**src/rtl/shift_sequencer_if.sv**
```systemverilog
// shift_sequencer_if
//   Request/response bundle between the ALU issue logic (master) and the
//   multi-cycle shift sequencer (slave).
//   Optional feature macro: SHIFT_WORD_OPS_EN (adds the 'word' signal for RV64 *W ops).
//   Signals:
//     in_valid / in_ready    request handshake
//     op[1:0]                00 SLL, 01 SRL, 10 SRA, 11 pass-through
//     word                   32-bit *W variant (only with SHIFT_WORD_OPS_EN)
//     a[63:0], b[63:0]       operand and shift amount
//     kill                   abort of the in-flight request
//     out_valid / out_ready  result handshake
//     s[63:0]                registered result
//     busy                   sequencer is not idle
interface shift_sequencer_if;
    logic        in_valid;
    logic        in_ready;
    logic [1:0]  op;
`ifdef SHIFT_WORD_OPS_EN
    logic        word;
`endif
    logic [63:0] a;
    logic [63:0] b;
    logic        kill;
    logic        out_valid;
    logic        out_ready;
    logic [63:0] s;
    logic        busy;

`ifdef SHIFT_WORD_OPS_EN
    modport master (output in_valid, op, word, a, b, kill, out_ready,
                    input  in_ready, out_valid, s, busy);
    modport slave  (input  in_valid, op, word, a, b, kill, out_ready,
                    output in_ready, out_valid, s, busy);
`else
    modport master (output in_valid, op, a, b, kill, out_ready,
                    input  in_ready, out_valid, s, busy);
    modport slave  (input  in_valid, op, a, b, kill, out_ready,
                    output in_ready, out_valid, s, busy);
`endif
endinterface

```
**src/rtl/shift_sequencer.sv**
```systemverilog
// shift_sequencer
//   Multi-cycle controller for the RV64 integer shifter. One request
//   (SLL/SRL/SRA) is accepted, shifted by at most STEP positions per cycle
//   and the 64-bit result is returned over a second valid/ready handshake.
//   Optional feature macro: SHIFT_WORD_OPS_EN (RV64 *W variants, 32-bit
//   operand with sign-extended result, amount taken from b[4:0]).
//   Parameters:
//     STEP   max bit positions per cycle, power of 2 in 1..64
//   Ports:
//     clk    clock, rising edge
//     rst_n  asynchronous active-low reset
//     bus    shift_sequencer_if.slave (request, result, kill, busy)
module shift_sequencer #(
    parameter int STEP = 8
) (
    input  logic               clk,
    input  logic               rst_n,
    shift_sequencer_if.slave   bus
);

    typedef enum logic [1:0] {IDLE, SHIFT, DONE} state_t;

    localparam logic [6:0] STEP_W = 7'(STEP);

    state_t      state;
    logic [63:0] acc;
    logic [6:0]  rem;
    logic [1:0]  op_q;
    logic        word_q;
    logic [63:0] s_q;

    logic        word_in;
    logic [5:0]  amount;
    logic [63:0] acc_init;
    logic [6:0]  k;
    logic [63:0] acc_next;

    // Upper shift-amount bits are architecturally ignored.
    logic        unused_b;
    assign unused_b = ^bus.b[63:6];

`ifdef SHIFT_WORD_OPS_EN
    assign word_in = bus.word;
`else
    assign word_in = 1'b0;
`endif

    // Word results are the low 32 bits of the accumulator, sign-extended.
    function automatic logic [63:0] fmt(input logic [63:0] r, input logic w);
        return w ? {{32{r[31]}}, r[31:0]} : r;
    endfunction

    // Accept-time operand preparation. For *W ops the upper half is
    // pre-filled so that a full 64-bit shift yields the right low word.
    always_comb begin
        amount   = bus.b[5:0];
        acc_init = bus.a;
        if (word_in) begin
            amount   = {1'b0, bus.b[4:0]};
            acc_init = (bus.op == 2'b10) ? {{32{bus.a[31]}}, bus.a[31:0]}
                                         : {32'b0, bus.a[31:0]};
        end
    end

    // One narrow shift step of k = min(rem, STEP) positions.
    always_comb begin
        k = (rem < STEP_W) ? rem : STEP_W;
        case (op_q)
            2'b00:   acc_next = acc << k;
            2'b01:   acc_next = acc >> k;
            2'b10:   acc_next = $signed(acc) >>> k;
            default: acc_next = acc;
        endcase
    end

    assign bus.in_ready  = (state == IDLE) && !bus.kill;
    assign bus.busy      = (state != IDLE);
    assign bus.out_valid = (state == DONE);
    assign bus.s         = s_q;

    // Main sequencer: accept, step the accumulator, hold the result.
    // kill wins over out_ready in DONE; s is left untouched by kill.
    always_ff @(posedge clk or negedge rst_n) begin
        if (!rst_n) begin
            state  <= IDLE;
            acc    <= '0;
            rem    <= '0;
            op_q   <= '0;
            word_q <= 1'b0;
            s_q    <= '0;
        end else begin
            case (state)
                IDLE: begin
                    if (bus.in_valid && bus.in_ready) begin
                        acc    <= acc_init;
                        rem    <= {1'b0, amount};
                        op_q   <= bus.op;
                        word_q <= word_in;
                        if (bus.op == 2'b11) begin
                            state <= DONE;
                            s_q   <= bus.a;
                        end else if (amount == 6'd0) begin
                            state <= DONE;
                            s_q   <= fmt(acc_init, word_in);
                        end else begin
                            state <= SHIFT;
                        end
                    end
                end
                SHIFT: begin
                    if (bus.kill) begin
                        state <= IDLE;
                    end else begin
                        acc <= acc_next;
                        rem <= rem - k;
                        if (rem <= STEP_W) begin
                            state <= DONE;
                            s_q   <= fmt(acc_next, word_q);
                        end
                    end
                end
                DONE: begin
                    if (bus.kill || bus.out_ready) begin
                        state <= IDLE;
                    end
                end
                default: state <= IDLE;
            endcase
        end
    end

endmodule

```
**src/flat_wrapper.sv**
```systemverilog
// flat-port wrapper written by rule: the top's interface ports become plain ports
module shift_sequencer_flat 
#(
    parameter int STEP = 8
)
  (clk, rst_n, bus_in_valid, bus_op, bus_a, bus_b, bus_kill, bus_out_ready, bus_in_ready, bus_out_valid, bus_s, bus_busy);
  shift_sequencer_if bus_i ();
  input  logic clk;
  input  logic rst_n;
  input wire logic [$bits(bus_i.in_valid)-1:0] bus_in_valid;
  input wire logic [$bits(bus_i.op)-1:0] bus_op;
  input wire logic [$bits(bus_i.a)-1:0] bus_a;
  input wire logic [$bits(bus_i.b)-1:0] bus_b;
  input wire logic [$bits(bus_i.kill)-1:0] bus_kill;
  input wire logic [$bits(bus_i.out_ready)-1:0] bus_out_ready;
  output wire logic [$bits(bus_i.in_ready)-1:0] bus_in_ready;
  output wire logic [$bits(bus_i.out_valid)-1:0] bus_out_valid;
  output wire logic [$bits(bus_i.s)-1:0] bus_s;
  output wire logic [$bits(bus_i.busy)-1:0] bus_busy;
  assign bus_i.in_valid = bus_in_valid;
  assign bus_i.op = bus_op;
  assign bus_i.a = bus_a;
  assign bus_i.b = bus_b;
  assign bus_i.kill = bus_kill;
  assign bus_i.out_ready = bus_out_ready;
  assign bus_in_ready = bus_i.in_ready;
  assign bus_out_valid = bus_i.out_valid;
  assign bus_s = bus_i.s;
  assign bus_busy = bus_i.busy;
  shift_sequencer #(.STEP(STEP)) u_core (.clk(clk), .rst_n(rst_n), .bus(bus_i));
endmodule
```
**config.mk**
```make
export PLATFORM = sky130hd
export DESIGN_NAME = shift_sequencer_flat
export DESIGN_NICKNAME = d
export VERILOG_FILES = /design/src/rtl/shift_sequencer_if.sv /design/src/rtl/shift_sequencer.sv /design/src/flat_wrapper.sv
export SDC_FILE = /design/constraint.sdc
export NUM_CORES = 1
export LEC_CHECK = 0
export ABC_AREA = 1
export ABC_CLOCK_PERIOD_IN_PS = 3550
export BUFFER_PORTS_ARGS = -buffer_cell sky130_fd_sc_hd__buf_2
export CELL_PAD_IN_SITES_DETAIL_PLACEMENT = 1
export CELL_PAD_IN_SITES_GLOBAL_PLACEMENT = 2
export CORE_MARGIN = 4
export CORE_UTILIZATION = 32
export DETAILED_ROUTE_END_ITERATION = 8
export PLACE_DENSITY = 0.95
export SLEW_MARGIN = 20
export SYNTH_ARGS = -nofsm -noshare
export SYNTH_HDL_FRONTEND = slang
export SYNTH_SLANG_ARGS = --single-unit
```
**constraint.sdc**
```tcl
create_clock -name clk -period 3.55 [get_ports clk]
set_input_delay 0.1775 -clock clk [delete_from_list [all_inputs] [get_ports clk]]
set_output_delay 0.1775 -clock clk [all_outputs]
set_load 0.01 [all_outputs]
```
* After elaboration in Yosys (flattened, before gate mapping) *
Cells that the tools add are included.

cells by class
  reductions and logical operators = 13
  div/mod/pow operators = 0
  multipliers = 0
  $add $sub $neg = 1
  $lt $le $gt $ge = 2
  mux-type cells = 21
  equal/unequal tests = 11
  bitwise logic cells = 0
  shift operators = 3

operator list
  cell                number
  $mux 64             7
  $pmux 64 s2         2
  $pmux 64 s3         1
  $shl 64x7->64       1
  $shr 64x7->64       1
  $sshr 64x7->64      1
  $mux 7              3
  $pmux 7 s2          1
  $mux 2              6
  $le 7x4->1 const B  1
  $lt 7x4->1 const B  1
  $sub 7x7->7         1
  $eq 2x2->1 const B  3
  $logic_not 6->1     1
  $pmux 2 s3          1
  $reduce_and 3->1    2
  $reduce_and 5->1    1
  $eq 2x1->1 const B  2
  $logic_not 2->1     2
  $ne 2x1->1 const B  2
  $ne 2x2->1 const B  2
  $reduce_bool 2->1   2
  $ne 3x2->1 const B  1
  $ne 3x3->1 const B  1
  other kinds (4)     5

storage, ports and cells
  register bits after elaboration = 139
  bits in latches = 0
  logic and storage cells = 56
  bits in writable memories = 0
  input port bits = 135
  memories = 0
  output and inout port bits = 67
  memory bits (read-only) = 0

* Depth between registers and ports, before layout *
  depth after elaboration = 7
  depth in mapped cells = 18
  depth with buffers taken out = 16

* Worst setup path before layout *
Ideal clock, no wire load.

  kind = flip-flop to flip-flop
  start point = register u_core.rem[4]
  end point = register u_core.rem[4]
  period minus slack after synthesis = 2.264 ns
  arrival time = 2.144 ns
  setup time = 0.121 ns
  path slack = 1.286 ns
  data required time = 3.429 ns
  cell stages (with the launch flop) = 13
  buffers on the path = 2
  path through = dfrtp_1 nor2_8 nand2_8 clkbuf_1 buf_1 nand2_1 ha_1 a21oi_1 a21oi_1 xor2_1 nand2_1 a22oi_1 inv_1

on the way
  word-level cells in the longest chain between the ends = 5

ends and longest elaborated chain
  what                    RTL line                text
  start, declared         shift_sequencer.sv:27   logic [6:0] rem;
  start signal, assigned  shift_sequencer.sv:96   rem <= {1'b0, amount};
  start signal, assigned  shift_sequencer.sv:115  rem <= rem - k;
  $lt 7x4->1              shift_sequencer.sv:67   k = (rem < STEP_W) ? rem : STEP_W;
  $mux 7                  shift_sequencer.sv:67
  $sub 7x7->7 (*)         shift_sequencer.sv:115
  $mux 7 (*)              shift_sequencer.sv:111  if (bus.kill) begin
  $pmux 7 s2 (*)          shift_sequencer.sv:92   case (state)

Every way passes the cells marked *; elsewhere a longest branch is shown, timed or not. The select of a mux whose other input is x is not followed.
A chain may end at the register's enable or synchronous reset.

* Final worst setup path *
  start point = register u_core.rem[6]
  end point = register u_core.acc[53]

on the way
  word-level cells in the longest chain between the ends = 6
  elaborated cells on any way between the ends = 8
  those cells by class = order compare: 1; shift: 3; mux: 4

ends and longest elaborated chain
  what                                          RTL line                text
  $lt 7x4->1                                    shift_sequencer.sv:67
  $mux 7 (*)                                    shift_sequencer.sv:67
  $sshr 64x7->64, or another cell as far along  shift_sequencer.sv:71   2'b10: acc_next = $signed(acc) >>> k;
  $pmux 64 s3 (*)                               shift_sequencer.sv:68   case (op_q)
  $mux 64 (*)                                   shift_sequencer.sv:111
  $pmux 64 s2 (*)                               shift_sequencer.sv:92
  end signal, assigned                          shift_sequencer.sv:95   acc <= acc_init;
  end signal, assigned                          shift_sequencer.sv:114  acc <= acc_next;
  end, declared                                 shift_sequencer.sv:26   logic [63:0] acc;

Marks and branches as above.

==> qor.txt <==
LOGIC SYNTHESIS
-----------------------------------------------------------------------------------------
Instance count of the mapped netlist                                                2,204
Count of flip-flops with a built-in enable after synthesis                              0
Register area share after synthesis                                                27.61%
Library cells used by synthesis                                                        41
Most used flip-flop cell after synthesis                                          dfrtp_1
Proportion of register bits with asynchronous set or reset after synthesis         100.0%
Net count of the mapped netlist                                                     2,340
FF+latch count, synth                                                                 139
Number of warnings issued by yosys                                                      0
Post-Syn Area                                                                  12,600 um2
Post-Synthesis Mean Instance Area                                               5.717 um2

GRT
-----------------------------------------------------------------------------------------
Vias in the first global route                                                     15,840
Overall overflow remaining after global route                                           0
Antenna violations before repair                                                        0
Overall global routing resource usage                                              25.73%
Largest net degree at the start of global routing                                      93
Wire length of the first global-routing pass                                    87,440 um

POWER
-----------------------------------------------------------------------------------------
P_leak                                                                           7.739 nW
Total Power                                                                     0.01806 W
Net switching component of the power                                            0.01065 W
Cell-internal power                                                            0.007413 W
Power density of the placed cells                                             1238 nW/um2
Share of total power in combinational logic                                         73.8%
Clock power frac                                                                    10.4%
Switching share of power                                                           58.97%
Power share of the sequential group                                                 15.8%
Max rail drop VDD                                                             0.0004670 V

CLOCK TREE
-----------------------------------------------------------------------------------------
Deepest clock path buffer count                                                         2
Skew-Pair Late Insertion Delay                                                    0.47 ns
Setup Fix Bufs, Post-CTS                                                                0
CTS sink count                                                                        139
Number of clock buffers inserted by TritonCTS                                          17
Clk pin slew, worst setup/hold paths                                              0.07 ns
TritonCTS clock tree                                                                built
Total of cells resized after clock tree synthesis                                       0
Clock Tree Root                                                                 clkbuf_16
Number of levels the H-tree was split into                                              4

PLACED DESIGN
-----------------------------------------------------------------------------------------
Detailed-placement wirelength estimate                                          39,970 um
PortBufs                                                                              143
Final weighted congestion in routability-driven placement                          0.9472
Cell area after placement                                                      13,810 um2

TIMING
-----------------------------------------------------------------------------------------
Crit share post-route                                                              81.62%
Unrepaired setup endpoints after global routing                                        no
Final period demand of the worst path                                            2.897 ns
Headroom to the max-slew limit                                                     35.50%
Pin slew with the least headroom to its limit                                   0.9675 ns
Fmax                                                                            345.1 MHz
Fin. Hold Viols                                                                         0
Max Clock Skew                                                                 0.01721 ns
Number of pins with negative max-slew slack in the final report                         0
Setup_tns                                                                            0 ns
Final setup violation count                                                             0

DETAILED ROUTING
-----------------------------------------------------------------------------------------
Drt first pass iters                                                                    5
Antenna viol nets, final                                                                0
Via count                                                                          15,462
Average wire length per cell after detail routing                                19.55 um
Iter 0 DRT Violations                                                               1,142
Routed WL                                                                       55,020 um
Post-DR vias/cell                                                                   5.495
Post-detailed-route DRC marker count                                                    0

DIE
-----------------------------------------------------------------------------------------
DIE HEIGHT                                                                       206.4 um
Site row count                                                                         72
Chip Width                                                                       206.4 um
CORE AREA                                                                      38,830 um2
Die Area                                                                       42,610 um2
Initial Utilization                                                                32.45%
Number of primary I/O pins                                                            202

WORST SETUP PATH
-----------------------------------------------------------------------------------------
Crit path max fanout                                                                   60
Signal arrival time at the worst endpoint                                         3.30 ns
Crit. End Element                                                                register
Required time reported for the critical path endpoint                             3.95 ns
Category of the critical setup timing path                                   register to register
Critical path launch point type                                                  register
R2r setup slk                                                                     0.65 ns

FINAL LAYOUT
-----------------------------------------------------------------------------------------
Leading cell type in the layout, fill and taps excluded                           nand2_1
Final instance area                                                            14,590 um2
Final Util                                                                         37.58%
Count of filler cells inserted in the layout                                        5,239
Leading cell types in the layout, fill and taps excluded                     927 x nand2_1, 465 x nand3_1, 142 x buf_2
Area of all sequential standard cells                                            3478 um2
Area growth, synth to finish                                                       15.81%
Antenna diode count                                                                     0
Area of combinational cells with multiple inputs                                 7940 um2
Final Net Count                                                                     2,419
Fraction of final layout cells sized beyond drive strength 1                       10.98%

JOB
-----------------------------------------------------------------------------------------
Max capacitance violation total                                                         0

WORST HOLD PATH
-----------------------------------------------------------------------------------------
Hold WC Path Type                                                            primary input to register

RUN STATUS
-----------------------------------------------------------------------------------------
Result of the run                                                            finished, final reports clean

==> cell type report <==
type | count | area share [%]
Clock buffer | 20 | 3.130
Multi-Input combinational cell | 1780 | 54.42
Sequential cell | 139 | 23.84
Clock inverter | 12 | 1.003
Timing Repair Buffer | 208 | 9.630
Inverter | 137 | 3.541
Tap cell | 518 | 4.442
==> per-stage QoR <==
stage	hold slack, ns	cells	setup slack, ns
2_1_floorplan	-0.1181	2204	1.286
3_5_place_dp	0.3342	2764	0.7579
6_report	0.03632	2814	0.6526
5_1_grt	0.02327	2814	0.4387
4_1_cts	0.001489	2814	0.7446
3_3_place_gp	0.3140	2764	0.8154
==> registers in the layout, indices dropped and copies added, names as in the netlist <==
register / flops
u_core.acc: 64
u_core.rem: 7
u_core.op_q: 2
u_core.state: 2
u_core.bus.s: 64
==> cells in the mapped netlist, types with 3 or more instances <==
cell      number  area [um2]
o21ai_0       24       120.1
buf_4          6       45.04
nand2_1      928        3483
dfrtp_1      139        3478
buf_6          6       67.56
a31oi_1       29       181.4
buf_1         10       37.54
clkbuf_1      66       247.7
and2_1         4       25.02
nand4_1       39       244.0
inv_1        123       461.7
nor2_1        90       337.8
buf_2         60       300.3
nor2_4         3       33.78
inv_2         13       48.80
nand3_1      465        2327
o21ai_1       58       290.3
a21oi_1       91       455.4
o211ai_1      20       150.1
==> worst paths after layout <==
path | cells past startpoint | startpoint | end
min reg2reg | 2 | u_core.bus.s[59] | u_core.bus.s[59]
min in group asynchronous | 2 | rst_n | u_core.bus.s[11]
max in group asynchronous | 3 | rst_n | u_core.bus.s[17]
min | 3 | bus_a[2] | u_core.acc[2]
max reg2reg | 14 | u_core.rem[6] | u_core.acc[53]
max | 14 | u_core.rem[6] | u_core.acc[53]
==> cell families after synthesis <==
| kind of cell | after synthesis | share of synthesized area [%] |
|---|---|---|
| other | 1 | 0.02976 |
| AOI/OAI and AO/OA | 232 | 10.15 |
| and+or+nand+nor | 1544 | 52.35 |
| DFF | 139 | 27.61 |
| xor gates and xnor gates | 2 | 0.1391 |
| adders and majority gates | 1 | 0.09929 |
| buffers and inverters | 285 | 9.623 |
==> routing by layer <==
| layer | track usage [%] | vias to the layer above | wire, um |
|---|---|---|---|
| met2 | 42.16 | 481 | 25740 |
| met4 | 9.696 | 0 | 1826 |
| li1 | - | 7401 | - |
| met1 | 34.76 | 7483 | 24790 |
| met5 | 0 | - | 0 |
| met3 | 3.123 | 97 | 2668 |
==> critical path, stage by stage (launching register included) <==
cell and delay [ns]:
dfrtp_1 0.46, nor2_8 0.25, nand2_8 0.25, nor2_4 0.25, buf_12 0.31, o21ai_0 0.23
o21ai_0 0.17, nand2_1 0.09, a21oi_1 0.35, nor2_1 0.09, nand2_1 0.08, nand2_1 0.06
nand2_1 0.08, nand2_1 0.05, nand2_1 0.08
==> power by group through the flow <==
stage,sequential [W],combinational (W),clock [W]
after floorplan,0.00289,0.00880,0
after global placement,0.00284,0.0128,0
after detailed placement,0.00287,0.0131,0
after CTS,0.00285,0.0132,0.00194
after global routing,0.00295,0.0148,0.00199
final,0.00286,0.0133,0.00188
==> timing repair <==
action	4_1_cts	5_1_grt
setup endpoints to repair	0	0
hold buffers	18	0
hold endpoints to repair	115	0
Power figures use the tool's default switching activity.
